### config.mk
export PLATFORM = sky130hd
export DESIGN_NAME = row_stream_tx_flat
export DESIGN_NICKNAME = d
export VERILOG_FILES = /design/src/rtl/row_stream_pkg.sv /design/src/rtl/row_stream_if.sv /design/src/rtl/row_stream_uart_tx.sv /design/src/rtl/row_stream_tx.sv /design/src/flat_wrapper.sv
export SDC_FILE = /design/constraint.sdc
export NUM_CORES = 2
export LEC_CHECK = 0
export ABC_AREA = 1
export ABC_CLOCK_PERIOD_IN_PS = 4100
export CORE_AREA = 2 2 399 401
export DETAILED_ROUTE_END_ITERATION = 8
export DIE_AREA = 0 0 401 403
export PLACE_DENSITY = 0.49
export SETUP_SLACK_MARGIN = 0.1
export SLEW_MARGIN = 40
export SYNTH_ARGS = -nofsm -noshare
export SYNTH_HDL_FRONTEND = slang
export SYNTH_SLANG_ARGS = --single-unit
export TNS_END_PERCENT = 1
### constraint.sdc
create_clock -name clk_in -period 4.1 [get_ports clk_in]
set_input_delay 1.23 -clock clk_in [delete_from_list [all_inputs] [get_ports clk_in]]
set_output_delay 1.23 -clock clk_in [all_outputs]
set_load 0.03 [all_outputs]
### src/rtl/row_stream_pkg.sv
// row_stream_pkg -- shared types and constants for the row_stream UART frame
// transmitter.
//   tx_state_t : frame FSM states (SEND_CSUM exists only when the
//                ROW_STREAM_CHECKSUM_EN macro is defined)
//   BITS_8N1   : serial bits per byte (start + 8 data + stop)
//   CSUM_W     : checksum accumulator width
package row_stream_pkg;

  localparam int BITS_8N1 = 10;
  localparam int CSUM_W   = 8;

  typedef enum logic [2:0] {
    IDLE,
    SEND_PREFIX,
    SEND_DATA,
`ifdef ROW_STREAM_CHECKSUM_EN
    SEND_CSUM,
`endif
    GAP
  } tx_state_t;

endpackage

### src/rtl/row_stream_if.sv
// row_stream_if -- control/status bundle of row_stream_tx.
//   data_in    : payload, byte 0 in the top byte
//   start      : one-cycle frame request
//   continuous : repeat the frame after each gap
//   tx_out     : 8N1 serial line, idle high
//   busy       : frame (or inter-frame gap) in progress
//   done       : one-cycle pulse at frame end
// master = requester side, slave = transmitter side.
interface row_stream_if #(
  parameter int DATA_WIDTH = 1024
);
  logic [DATA_WIDTH-1:0] data_in;
  logic                  start;
  logic                  continuous;
  logic                  tx_out;
  logic                  busy;
  logic                  done;

  modport master (output data_in, start, continuous, input tx_out, busy, done);
  modport slave  (input data_in, start, continuous, output tx_out, busy, done);
endinterface

### src/rtl/row_stream_uart_tx.sv
// row_stream_uart_tx -- 8N1 byte serialiser.
//   clk_in, reset : clock, synchronous active-high reset
//   byte_in/valid : byte offered for transmission
//   ready         : high when idle or in the final cycle of a stop bit, so a
//                   byte accepted then starts with no idle gap
//   tx            : registered serial line, idle high
// The start bit goes on the line in the cycle right after the accept edge.
module row_stream_uart_tx
  import row_stream_pkg::*;
#(
  parameter int TICKS_PER_BIT = 16
) (
  input  logic       clk_in,
  input  logic       reset,
  input  logic [7:0] byte_in,
  input  logic       valid,
  output logic       ready,
  output logic       tx
);
  localparam int TW = $clog2(TICKS_PER_BIT);

  logic          active;
  logic [3:0]    bit_idx;   // 0 = start bit, 9 = stop bit
  logic [TW-1:0] tick;
  logic [8:0]    sr;        // remaining bits, next one in [0]
  logic          bit_end;

  assign bit_end = (tick == TW'(TICKS_PER_BIT - 1));
  assign ready   = !active || (bit_end && bit_idx == 4'(BITS_8N1 - 1));

  always_ff @(posedge clk_in) begin
    if (reset) begin
      active  <= 1'b0;
      bit_idx <= '0;
      tick    <= '0;
      sr      <= '0;
      tx      <= 1'b1;
    end else if (valid && ready) begin
      active  <= 1'b1;
      bit_idx <= '0;
      tick    <= '0;
      sr      <= {1'b1, byte_in};
      tx      <= 1'b0;
    end else if (active) begin
      if (bit_end) begin
        tick <= '0;
        if (bit_idx == 4'(BITS_8N1 - 1)) begin
          active <= 1'b0;
          tx     <= 1'b1;
        end else begin
          bit_idx <= bit_idx + 4'd1;
          tx      <= sr[0];
          sr      <= {1'b0, sr[8:1]};
        end
      end else begin
        tick <= tick + 1'b1;
      end
    end
  end
endmodule

### src/rtl/row_stream_tx.sv
// row_stream_tx -- sends PREFIX_BYTE, then the payload bytes (MSB byte
// first), then optionally a mod-256 checksum byte, as back-to-back 8N1 UART
// characters. In continuous mode the frame repeats after DIVIDER_TICKS idle
// cycles, relatching data_in each time.
//   clk_in : clock
//   reset  : synchronous, active-high
//   bus    : row_stream_if.slave (data_in/start/continuous in,
//            tx_out/busy/done out)
// Optional feature: define ROW_STREAM_CHECKSUM_EN to append the checksum.
module row_stream_tx
  import row_stream_pkg::*;
#(
  parameter int         DATA_WIDTH         = 1024,
  parameter logic [7:0] PREFIX_BYTE        = 8'h4C,
  parameter int         UART_TICKS_PER_BIT = 16,
  parameter int         DIVIDER_TICKS      = 1000
) (
  input  logic        clk_in,
  input  logic        reset,
  row_stream_if.slave bus
);
  localparam int NB   = DATA_WIDTH / 8;
  localparam int IDXW = $clog2(NB) + 1;
  localparam int GW   = $clog2(DIVIDER_TICKS + 1);

  tx_state_t             state;
  logic [DATA_WIDTH-1:0] shadow;
  logic [IDXW-1:0]       idx;       // payload byte currently on the line
  logic [GW-1:0]         gap_cnt;
  logic                  busy_r;
  logic                  done_r;
`ifdef ROW_STREAM_CHECKSUM_EN
  logic [CSUM_W-1:0]     csum;
`endif

  logic                  tx_ready;
  logic                  tx_line;
  logic                  load;       // hand a byte to the serialiser this edge
  logic [7:0]            load_byte;
  logic                  frame_end;  // last stop bit ends this edge
  logic [IDXW-1:0]       sel_idx;
  logic [DATA_WIDTH-1:0] shifted;
  logic [7:0]            pay_byte;
  logic                  idx_last;
  logic                  gap_last;

  // The next payload byte is byte 0 while the prefix is on the line,
  // otherwise the one after the byte being sent.
  assign sel_idx  = (state == SEND_PREFIX) ? '0 : idx + 1'b1;
  assign shifted  = shadow << (8 * sel_idx);
  assign pay_byte = shifted[DATA_WIDTH-1 -: 8];
  assign idx_last = (idx == IDXW'(NB - 1));
  assign gap_last = (gap_cnt == GW'(DIVIDER_TICKS - 1));

  always_comb begin
    load      = 1'b0;
    load_byte = PREFIX_BYTE;
    frame_end = 1'b0;
    case (state)
      IDLE:        load = bus.start;
      GAP:         load = bus.continuous && gap_last;
      SEND_PREFIX: begin
        load      = tx_ready;
        load_byte = pay_byte;
      end
      SEND_DATA: begin
        if (!idx_last) begin
          load      = tx_ready;
          load_byte = pay_byte;
        end else begin
`ifdef ROW_STREAM_CHECKSUM_EN
          load      = tx_ready;
          load_byte = csum;
`else
          frame_end = tx_ready;
`endif
        end
      end
`ifdef ROW_STREAM_CHECKSUM_EN
      SEND_CSUM:   frame_end = tx_ready;
`endif
      default: ;
    endcase
    if (reset) begin
      load      = 1'b0;
      frame_end = 1'b0;
    end
  end

  always_ff @(posedge clk_in) begin
    if (reset) begin
      state   <= IDLE;
      shadow  <= '0;
      idx     <= '0;
      gap_cnt <= '0;
      busy_r  <= 1'b0;
      done_r  <= 1'b0;
`ifdef ROW_STREAM_CHECKSUM_EN
      csum    <= '0;
`endif
    end else begin
      done_r <= 1'b0;
      case (state)
        IDLE, GAP: begin
          if (load) begin
            shadow  <= bus.data_in;
            state   <= SEND_PREFIX;
            busy_r  <= 1'b1;
            idx     <= '0;
            gap_cnt <= '0;
`ifdef ROW_STREAM_CHECKSUM_EN
            csum    <= PREFIX_BYTE;
`endif
          end else if (state == GAP) begin
            if (!bus.continuous) begin
              state  <= IDLE;
              busy_r <= 1'b0;
            end else begin
              gap_cnt <= gap_cnt + 1'b1;
            end
          end
        end
        SEND_PREFIX: begin
          if (load) begin
            state <= SEND_DATA;
            idx   <= '0;
`ifdef ROW_STREAM_CHECKSUM_EN
            csum  <= csum + load_byte;
`endif
          end
        end
        SEND_DATA: begin
          if (load && !idx_last) begin
            idx  <= idx + 1'b1;
`ifdef ROW_STREAM_CHECKSUM_EN
            csum <= csum + load_byte;
`endif
          end
`ifdef ROW_STREAM_CHECKSUM_EN
          else if (load) begin
            state <= SEND_CSUM;
          end
`endif
        end
        default: ;
      endcase
      // Frame completion overrides the per-state updates above.
      if (frame_end) begin
        done_r  <= 1'b1;
        gap_cnt <= '0;
        if (bus.continuous) begin
          state  <= GAP;
          busy_r <= 1'b1;
        end else begin
          state  <= IDLE;
          busy_r <= 1'b0;
        end
      end
    end
  end

  row_stream_uart_tx #(
    .TICKS_PER_BIT(UART_TICKS_PER_BIT)
  ) u_uart (
    .clk_in (clk_in),
    .reset  (reset),
    .byte_in(load_byte),
    .valid  (load),
    .ready  (tx_ready),
    .tx     (tx_line)
  );

  assign bus.tx_out = tx_line;
  assign bus.busy   = busy_r;
  assign bus.done   = done_r;
endmodule
### src/flat_wrapper.sv
// flat-port wrapper written by rule: the top's interface ports become plain ports
module row_stream_tx_flat import row_stream_pkg::*;
#(
  parameter int         DATA_WIDTH         = 1024,
  parameter logic [7:0] PREFIX_BYTE        = 8'h4C,
  parameter int         UART_TICKS_PER_BIT = 16,
  parameter int         DIVIDER_TICKS      = 1000
)
  (clk_in, reset, bus_data_in, bus_start, bus_continuous, bus_tx_out, bus_busy, bus_done);
  row_stream_if #(.DATA_WIDTH(DATA_WIDTH)) bus_i ();
  input  logic clk_in;
  input  logic reset;
  input wire logic [$bits(bus_i.data_in)-1:0] bus_data_in;
  input wire logic [$bits(bus_i.start)-1:0] bus_start;
  input wire logic [$bits(bus_i.continuous)-1:0] bus_continuous;
  output wire logic [$bits(bus_i.tx_out)-1:0] bus_tx_out;
  output wire logic [$bits(bus_i.busy)-1:0] bus_busy;
  output wire logic [$bits(bus_i.done)-1:0] bus_done;
  assign bus_i.data_in = bus_data_in;
  assign bus_i.start = bus_start;
  assign bus_i.continuous = bus_continuous;
  assign bus_tx_out = bus_i.tx_out;
  assign bus_busy = bus_i.busy;
  assign bus_done = bus_i.done;
  row_stream_tx #(.DATA_WIDTH(DATA_WIDTH), .PREFIX_BYTE(PREFIX_BYTE), .UART_TICKS_PER_BIT(UART_TICKS_PER_BIT), .DIVIDER_TICKS(DIVIDER_TICKS)) u_core (.clk_in(clk_in), .reset(reset), .bus(bus_i));
endmodule
==> reports/metrics.yaml <==
die_w_um: 401
cts_root_buffer: "clkbuf_16"
cts.clk_slew.worst_paths_ps: 60
drtIter0Drc: 4167
place.gp.congestion: 0.8689
rows: 146
syn_area_um2: 47590
cts_resized: 0
syn_nets: 7768
cap_violations: 0
worst_path_max_delay_cell: "o211ai_1"
crit_path_frequent_cell: "nand3_1"
antenna_found_initial: 57
dp.cells: 9408
arrival_ps: 4180
grt_pass1_vias: 46010
clk_latency_ps: 760
path_cells: "inv_1 -> ha_1 -> buf_4 -> nor2_4 -> buf_12 -> buf_4 -> o21ai_0 -> o211ai_1 -> nand3_1 -> nand3_1 -> nand3_1 -> nand2_1 -> nand2_1 -> nand3_1 -> a21oi_1"
wl_per_cell_um: 22.48
synth.distinct_cells: 39
die_y_um: 403
cts_max_path_buffers: 3
globalRouteOverflowTotal: 0
first_pass_iters: 7
hold_viol: 0
grt_first_pass_wirelength_mm: 312.6
cts_tree: "yes"
synth.area.top_cells: "dfxtp_1, nand2_1, o21ai_0"
period_share: 0.8673
cp_num_buf_inv: 4
synth_flop_cell: "dfxtp_1"
cts_sinks: 1065
avgSynthCellArea_um2: 7.072
track_usage: 0.2585
core_area_um2: 157500
synth_edf_count: 0
h-tree-depth: 4
area_growth_syn_to_layout_pct: 33.28
crit_path_end_kind: "flop"
post-dp-hpwl_mm: 156.4
fin_ws_ps: 543.9
skew_ps: 26.34
p_per_area_nw_per_um2: 699.9
drive_above_1_share: 0.04900
synth.top_cell.area_share: 0.4480
fin_tns_setup_ps: 0
fmax_mhz: 281.2
yosysWarnings: 0
place_ws_ps: 181.8
criticalPathCategory: "reg2reg"
ir_drop_v: 0.0004036
async_flop_share: 0
worstPathMaxFanout: 39
crit_family: "simple AND/OR/NAND/NOR gates"
grt_max_degree: 198
cts_buffers: 131
crit_required_ps: 4720
min_period_ps: 3556
ys_seq_area_frac: 0.4480
viasPerCell: 5.038
whs_ps: 444.7
synth_area_leader_cell: "dfxtp_1"
drc: 0
relSlewSlack: 0.3656
rsz0062_at_grt: "false"
status: "complete, no violations"
hold_buffers: 0
nets: 8509
port_buffers: 1030
setup_violations: 0
ant_nets: 0
worstMarginPinSlew_ps: 951.6
slowest_delay_ps: 450
pin_count: 1031
fin_util: 0.4028
ys_seq_elements: 1065
routed_wl_mm: 217.5
post-cts-setup-buffers: 0
leakage_nw: 23.56
die-area_um2: 161600
hold_path.class: "reg2reg"
finalMaxSlewViolations: 0
vias: 48750
syn_inst: 6729
start_util: 0.3022
start_kind: "flop"
stdcell_count: 9675
-- routing by layer --
layer | wire, µm | track usage
met3 | 12650 | 0.04814
met4 | 5882 | 0.08302
met5 | 181 | 0
met2 | 103700 | 0.4288
met1 | 95130 | 0.3380
-- cell families after synthesis --
group / Yosys count / share of synthesized area
flops: 1065 / 0.4480
buf+inv: 955 / 0.09983
compound gates: 2032 / 0.2194
mux: 1 / 0.0002103
simple gates: 2659 / 0.2285
xor+xnor: 6 / 0.001104
fa+ha+maj: 11 / 0.002892
-- cell usage in the layout (no fill, tap or decap), types with 11 or more instances in the layout --
cell type        instances
a21oi_1                599
buf_12                  55
buf_4                   84
clkbuf_1                30
clkbuf_16              136
clkbuf_8                34
clkdlybuf4s50_1       1030
clkinv_2                23
dfxtp_1               1064
diode_2                 32
ha_1                    11
inv_1                  384
nand2_1               1963
nand3_1                635
nor2_1                  28
o211ai_1                97
o21ai_0               1122
o21ai_1                202
-- through the flow --
step           cell area [µm²]  power, W
5_1_grt                  63410   0.04728
3_5_place_dp             59040   0.03293
4_1_cts                  63320   0.04471
6_report                 63420   0.04439
2_1_floorplan            47590   0.02684
3_3_place_gp             59030   0.03272
-- report_power, final --
group,total (W),internal [W],switching (W)
Combinational,0.0170,0.00559,0.0114
Sequential,0.0157,0.0141,0.00166
Clock,0.0116,0.00684,0.00478
-- flip-flops by register name, summed over array words and instances, names as in the netlist --
register and cells:
u_core.shadow 1024, u_core.bus.busy 1, u_core.u_uart.tx 1, u_core.u_uart.bit_idx 4
u_core.u_uart.tick 4, u_core.u_uart.active 1, u_core.u_uart.sr 9, u_core.bus.done 1
u_core.state 2, u_core.gap_cnt 10, u_core.idx 8
-- layout make-up --
type,instances,area [µm²]
antenna,32,80.08
clock buffer,200,3984
clock inverter,34,295.3
fill,16590,94040
inverter,393,1519
multi-input combinational,4709,21560
sequential,1065,21320
tap,2072,2592
timing repair buffer,1170,12070
-- synthesized netlist by cell type (all sizes together) (2+ instances only) --
| library cell | count |
|---|---|
| or2 | 2 |
| nor2 | 36 |
| nor3 | 6 |
| o21ai | 1325 |
| nor4 | 3 |
| clkbuf | 259 |
| ha | 11 |
| nand4 | 6 |
| a31oi | 2 |
| nand3 | 637 |
| nand2 | 1967 |
| a211oi | 5 |
| o211ai | 97 |
| buf | 303 |
| xor2 | 6 |
| a21oi | 599 |
| dfxtp | 1065 |
| clkinv | 3 |
| inv | 390 |
-- worst register-to-register path, cell delays in order (launching register included) --
cell	delay [ps]
dfxtp_1	390
inv_1	110
ha_1	320
buf_4	250
nor2_4	240
buf_12	250
buf_4	370
o21ai_0	180
o211ai_1	460
nand3_1	130
nand3_1	120
nand3_1	270
nand2_1	140
nand2_1	50
nand3_1	90
a21oi_1	70
-- worst paths after layout --
check                                   startpoint                   to  slack [ps]  cells past startpoint
worst max-delay path               u_core.state[1]  u_core.u_uart.sr[7]         540                     15
worst min-delay path            u_core.shadow[866]   u_core.shadow[866]         440                      2
worst max register to register     u_core.state[1]  u_core.u_uart.sr[7]         540                     15
worst min register to register  u_core.shadow[866]   u_core.shadow[866]         440                      2
No activity file was read; power rests on OpenSTA's default activity.
